<file path="src/rtl/tama_pkg.sv">
`default_nettype none
// +--------------------------------------------------------------------------+
// | tama_pkg : mood encodings and default thresholds for the need monitor    |
// | Rev 1.0                                                                  |
// +--------------------------------------------------------------------------+
package tama_pkg;

  localparam logic [1:0] c_MOOD_OK       = 2'd0;
  localparam logic [1:0] c_MOOD_NEEDY    = 2'd1;
  localparam logic [1:0] c_MOOD_CRITICAL = 2'd2;
  localparam logic [1:0] c_MOOD_DEAD     = 2'd3;

  localparam int c_DEF_NUM_NEEDS  = 6;
  localparam int c_DEF_LVL_W      = 5;
  localparam int c_DEF_WARN_TH    = 12;
  localparam int c_DEF_CLR_TH     = 8;
  localparam int c_DEF_CRIT_TH    = 14;
  localparam int c_DEF_DEATH_HOLD = 4;

endpackage
`default_nettype wire

</file>
<file path="src/rtl/need_channel.sv">
`default_nettype none
// +--------------------------------------------------------------------------+
// | need_channel : per-channel hysteresis plus critical / full-scale compare |
// | Rev 1.0                                                                  |
// +--------------------------------------------------------------------------+
module need_channel #(
  parameter int LVL_W   = 5,
  parameter int WARN_TH = 12,
  parameter int CLR_TH  = 8,
  parameter int CRIT_TH = 14
) (
  input  logic [LVL_W-1:0] i_level,
  input  logic             i_mask,
  input  logic             i_alert_q,
  output logic             o_alert_d,
  output logic             o_crit,
  output logic             o_full
);

  localparam logic [LVL_W-1:0] c_WARN = LVL_W'(WARN_TH);
  localparam logic [LVL_W-1:0] c_CLR  = LVL_W'(CLR_TH);
  localparam logic [LVL_W-1:0] c_CRIT = LVL_W'(CRIT_TH);
  localparam logic [LVL_W-1:0] c_FULL = '1;

  // Between the two thresholds the previous flag is kept.
  always_comb begin
    o_alert_d = i_alert_q;
    if (i_mask) begin
      o_alert_d = 1'b0;
    end else if (i_level >= c_WARN) begin
      o_alert_d = 1'b1;
    end else if (i_level <= c_CLR) begin
      o_alert_d = 1'b0;
    end
  end

  assign o_crit = !i_mask && (i_level >= c_CRIT);
  assign o_full = !i_mask && (i_level == c_FULL);

endmodule
`default_nettype wire

</file>
<file path="src/rtl/need_monitor.sv">
`default_nettype none
// +--------------------------------------------------------------------------+
// | need_monitor : hysteretic need alerts, priority pick, mood FSM, death    |
// | Rev 1.0                                                                  |
// +--------------------------------------------------------------------------+
module need_monitor #(
  parameter int NUM_NEEDS  = tama_pkg::c_DEF_NUM_NEEDS,
  parameter int LVL_W      = tama_pkg::c_DEF_LVL_W,
  parameter int WARN_TH    = tama_pkg::c_DEF_WARN_TH,
  parameter int CLR_TH     = tama_pkg::c_DEF_CLR_TH,
  parameter int CRIT_TH    = tama_pkg::c_DEF_CRIT_TH,
  parameter int DEATH_HOLD = tama_pkg::c_DEF_DEATH_HOLD
) (
  input  logic                           clk,
  input  logic                           reset,
  input  logic                           tick,
  input  logic [NUM_NEEDS*LVL_W-1:0]     levels,
  input  logic [NUM_NEEDS-1:0]           mask,
  output logic [NUM_NEEDS-1:0]           alert,
  output logic [$clog2(NUM_NEEDS)-1:0]   top_need,
  output logic                           top_valid,
  output logic [1:0]                     mood,
  output logic                           new_alert,
  output logic                           dead
);
  import tama_pkg::*;

  localparam int c_IDX_W = $clog2(NUM_NEEDS);
  localparam int c_CNT_W = $clog2(DEATH_HOLD + 1);
  localparam logic [c_CNT_W-1:0] c_HOLD = c_CNT_W'(DEATH_HOLD);

  if (!((CLR_TH < WARN_TH) && (WARN_TH <= CRIT_TH) &&
        (CRIT_TH <= (1 << LVL_W) - 1) && (DEATH_HOLD >= 1) &&
        (NUM_NEEDS >= 2))) begin : g_bad_params
    $error("need_monitor: illegal parameter combination");
  end

  logic [NUM_NEEDS-1:0] r_alert_q;
  logic [c_IDX_W-1:0]   r_top_q;
  logic                 r_valid_q;
  logic [1:0]           r_mood_q;
  logic                 r_new_q;
  logic [c_CNT_W-1:0]   r_cnt_q;

  logic [NUM_NEEDS-1:0] w_alert_d;
  logic [NUM_NEEDS-1:0] w_crit;
  logic [NUM_NEEDS-1:0] w_full;
  logic [c_IDX_W-1:0]   w_top_d;
  logic [1:0]           w_mood_d;
  logic [c_CNT_W-1:0]   w_cnt_d;
  logic                 w_die;
  logic                 w_dead;

  for (genvar gi = 0; gi < NUM_NEEDS; gi++) begin : g_ch
    need_channel #(
      .LVL_W   (LVL_W),
      .WARN_TH (WARN_TH),
      .CLR_TH  (CLR_TH),
      .CRIT_TH (CRIT_TH)
    ) u_ch (
      .i_level   (levels[gi*LVL_W +: LVL_W]),
      .i_mask    (mask[gi]),
      .i_alert_q (r_alert_q[gi]),
      .o_alert_d (w_alert_d[gi]),
      .o_crit    (w_crit[gi]),
      .o_full    (w_full[gi])
    );
  end

  assign w_dead = (r_mood_q == c_MOOD_DEAD);

  always_comb begin
    w_cnt_d = '0;
    if (|w_full) begin
      w_cnt_d = (r_cnt_q == c_HOLD) ? r_cnt_q : r_cnt_q + 1'b1;
    end
    w_die = (w_cnt_d == c_HOLD);
  end

  // Scan high to low so the lowest set index is the one left standing.
  always_comb begin
    w_top_d = '0;
    for (int i = NUM_NEEDS - 1; i >= 0; i--) begin
      if (w_alert_d[i]) begin
        w_top_d = c_IDX_W'(i);
      end
    end
  end

  always_comb begin
    w_mood_d = c_MOOD_OK;
    if (|w_crit) begin
      w_mood_d = c_MOOD_CRITICAL;
    end else if (|w_alert_d) begin
      w_mood_d = c_MOOD_NEEDY;
    end
  end

  always_ff @(posedge clk) begin
    if (reset) begin
      r_alert_q <= '0;
      r_top_q   <= '0;
      r_valid_q <= 1'b0;
      r_mood_q  <= c_MOOD_OK;
      r_new_q   <= 1'b0;
      r_cnt_q   <= '0;
    end else begin
      r_new_q <= 1'b0;
      if (tick && !w_dead) begin
        r_cnt_q <= w_cnt_d;
        if (w_die) begin
          r_alert_q <= '1;
          r_top_q   <= '0;
          r_valid_q <= 1'b1;
          r_mood_q  <= c_MOOD_DEAD;
        end else begin
          r_alert_q <= w_alert_d;
          r_top_q   <= w_top_d;
          r_valid_q <= |w_alert_d;
          r_mood_q  <= w_mood_d;
          r_new_q   <= |(w_alert_d & ~r_alert_q);
        end
      end
    end
  end

  assign alert     = r_alert_q;
  assign top_need  = r_top_q;
  assign top_valid = r_valid_q;
  assign mood      = r_mood_q;
  assign new_alert = r_new_q;
  assign dead      = w_dead;

endmodule
`default_nettype wire

</file>
<file path="config.mk">
export PLATFORM = sky130hd
export DESIGN_NAME = need_monitor
export DESIGN_NICKNAME = d
export VERILOG_FILES = /design/src/rtl/tama_pkg.sv /design/src/rtl/need_channel.sv /design/src/rtl/need_monitor.sv
export SDC_FILE = /design/constraint.sdc
export NUM_CORES = 1
export LEC_CHECK = 0
export ABC_AREA = 1
export ABC_CLOCK_PERIOD_IN_PS = 2310
export BUFFER_PORTS_ARGS = -buffer_cell sky130_fd_sc_hd__buf_2
export CAP_MARGIN = 40
export CORE_MARGIN = 3
export CORE_UTILIZATION = 51
export CTS_CLUSTER_SIZE = 40
export DETAILED_ROUTE_END_ITERATION = 6
export PLACE_DENSITY = 0.84
export SLEW_MARGIN = 10
export SYNTH_ARGS = -nofsm -noshare
export SYNTH_HDL_FRONTEND = slang
export SYNTH_HIERARCHICAL = 1
export SYNTH_SLANG_ARGS = --single-unit
</file>
<file path="constraint.sdc">
create_clock -name clk -period 2.31 [get_ports clk]
set_clock_uncertainty 0.05 [all_clocks]
set_input_delay 0.3465 -clock clk [delete_from_list [all_inputs] [get_ports clk]]
set_output_delay 0.3465 -clock clk [all_outputs]
set_load 0.005 [all_outputs]
</file>
==> qor.yml <==
outcome: "complete, no violations"
yosys-top-cells-area: "dfxtp_1, nand2_1, a21oi_1"
ctsResizeCount: 0
worst_hold_slack_ns: 0.248
place_ws_ns: 0.678
ys_warn_count: 6
grt_pass1_wl_mm: 5.03
die_y_um: 55.8
post_drt_wl_per_cell_um: 10.3
drt_pass1_iterations: 4
grt_use_total_pct: 19.5
gp_congestion: 0.820
num_vias: 1371
clk_pin_slew_ns: 0.10
vias_per_cell: 5.02
io_buffers: 52
post_cts_buffers: 0
nets: 287
p_int_mw: 0.469
n_fill_cell: 217
postSynthCellCount: 193
path_class: "reg2reg"
p_clk_share_pct: 28.0
h-tree-depth: 1
p_comb_share_pct: 27.5
hold_viol: 0
cts-root-buf: "clkbuf_4"
power_frac_seq_pct: 44.5
ctsHoldBuffers: 0
cts_tree: "built"
row_count: 17
cap_viol_max_count: 0
synth.top_cell.area_share_pct: 25.4
drv_slew: 0
final_area_um2: 1570
worst_slack_ns: 0.670
dpl_cell_area_um2: 1530
antenna_found_initial: 0
rsz0062_at_grt: "false"
ys_seq_area_share_pct: 25.4
start_util_pct: 55.5
clkLatencyLatePin_ns: 0.30
syn2layout_area_growth_pct: 24.2
cp.arrival_ns: 1.78
timing.final.crit_share_pct: 71.0
grt_max_degree: 21
start_kind: "flop"
final_common_cell: "buf_2"
max_slew_margin_pct: 74.7
yosysUniqueCellTypes: 24
remaining_drc_errors: 0
wl_mm: 2.82
synth_area_per_cell_um2: 6.54
worstPathRequired_ns: 2.45
die_w_um: 55.8
ios: 53
antenna_cells: 0
p_per_area_nw_per_um2: 437
dieArea_um2: 3110
p_sw_share_pct: 31.6
dp_hpwl_mm: 2.30
tightest_slew_ns: 0.379
grt-ovfl-total: 0
period_needed_ns: 1.64
fmax_mhz: 610
critPathMaxFanout: 11
fin_tns_setup_ns: 0
cts_made_buffers: 3
syn_area_um2: 1260
fp.coreArea_um2: 2280
end_kind: "flop"
mostFrequentLayoutCells: "buf_2, nand2_1, inv_1, a21oi_1, nor2_1"
clock_path_buffers: 2
p_sw_mw: 0.216
synth_nets: 234
p_leak_nw: 0.740
finalSetupViolCount: 0
drt-initial-drc-count: 41
hp-class: "in2reg"
yosys.area.top_type: "dfxtp_1"
clkSinkCount: 16
grt_pass1_vias: 1253
ys_seq_elements: 16
ir_drop_mv: 0.575
drive_gt1_share_pct: 35.9
final_antenna_net_count: 0
[kinds of logic after synthesis]
kind of cell | count (synthesis) | synth area share, %
buf+inv | 36 | 11.6
fa+ha+maj | 2 | 1.98
compound gates | 49 | 26.4
flops | 16 | 25.4
simple gates | 90 | 34.7
[registers in the layout, summed over array words and instances, names as in the netlist]
name / count
top_need: 3
mood: 2
alert: 6
r_cnt_q: 3
top_valid: 1
new_alert: 1
[per-stage QoR]
step	utilization [%]	power, mW	instances
floorplan	-	0.422	193
global placement	67.3	0.497	269
detailed placement	67.3	0.500	269
CTS	68.9	0.690	273
global route	68.9	0.729	273
finish	68.9	0.685	273
[critical path, cell delays in order (launching register included)]
cell and delay [ns]:
dfxtp_1 0.39, inv_1 0.09, ha_1 0.21, nand3_1 0.12
nand2_2 0.07, nor2_2 0.09, nand3_2 0.29, nand3_1 0.16
a21oi_1 0.07
[final timing paths]
kind	from	slack, ns	to	cells past startpoint
min reg2reg	top_valid	0.41	top_valid	2
max	r_cnt_q[0]	0.67	top_need[2]	8
min	reset	0.25	top_need[1]	2
max reg2reg	r_cnt_q[0]	0.67	top_need[2]	8
[power by group through the flow]
stage	clock network [mW]	logic (mW)	registers (mW)
after global placement	0	0.186	0.312
final	0.192	0.189	0.305
after global routing	0.206	0.214	0.308
after CTS	0.195	0.190	0.305
after detailed placement	0	0.189	0.311
after floorplan	0	0.111	0.311
[Yosys cell counts]
cell      number
or2_0          1
nor3_1         1
o22ai_1        2
nand3_2        5
nand3b_1       1
clkinv_1       6
buf_6          1
inv_2          1
nor3_2         6
nor2_1        19
buf_2          3
nand2_1       42
nand3_1       11
dfxtp_1       16
o21ai_1        3
ha_1           2
nand2_2        3
nor2_2         1
a21oi_1       20
a21oi_2       10
a31oi_2        6
inv_1         25
o21bai_1       1
o21ai_0        7
[per-layer routing]
metal  part of all wire, %  up-vias  track usage, %
li1                      -      741               -
met1                    47      583            24.7
met2                    44       42            32.9
met3                   6.9        5            2.55
met4                   1.7        0            7.99
met5                     0        -               0
[final cells by class]
type	instances	area, µm²	share of cell area, %
timing repair buffer	52	260	16.6
inverter	32	120	7.66
clock buffer	4	36.3	2.31
multi-input combinational	141	796	50.8
sequential	16	320	20.4
tap	28	35.0	2.23
Power figures use the tool's default switching activity.
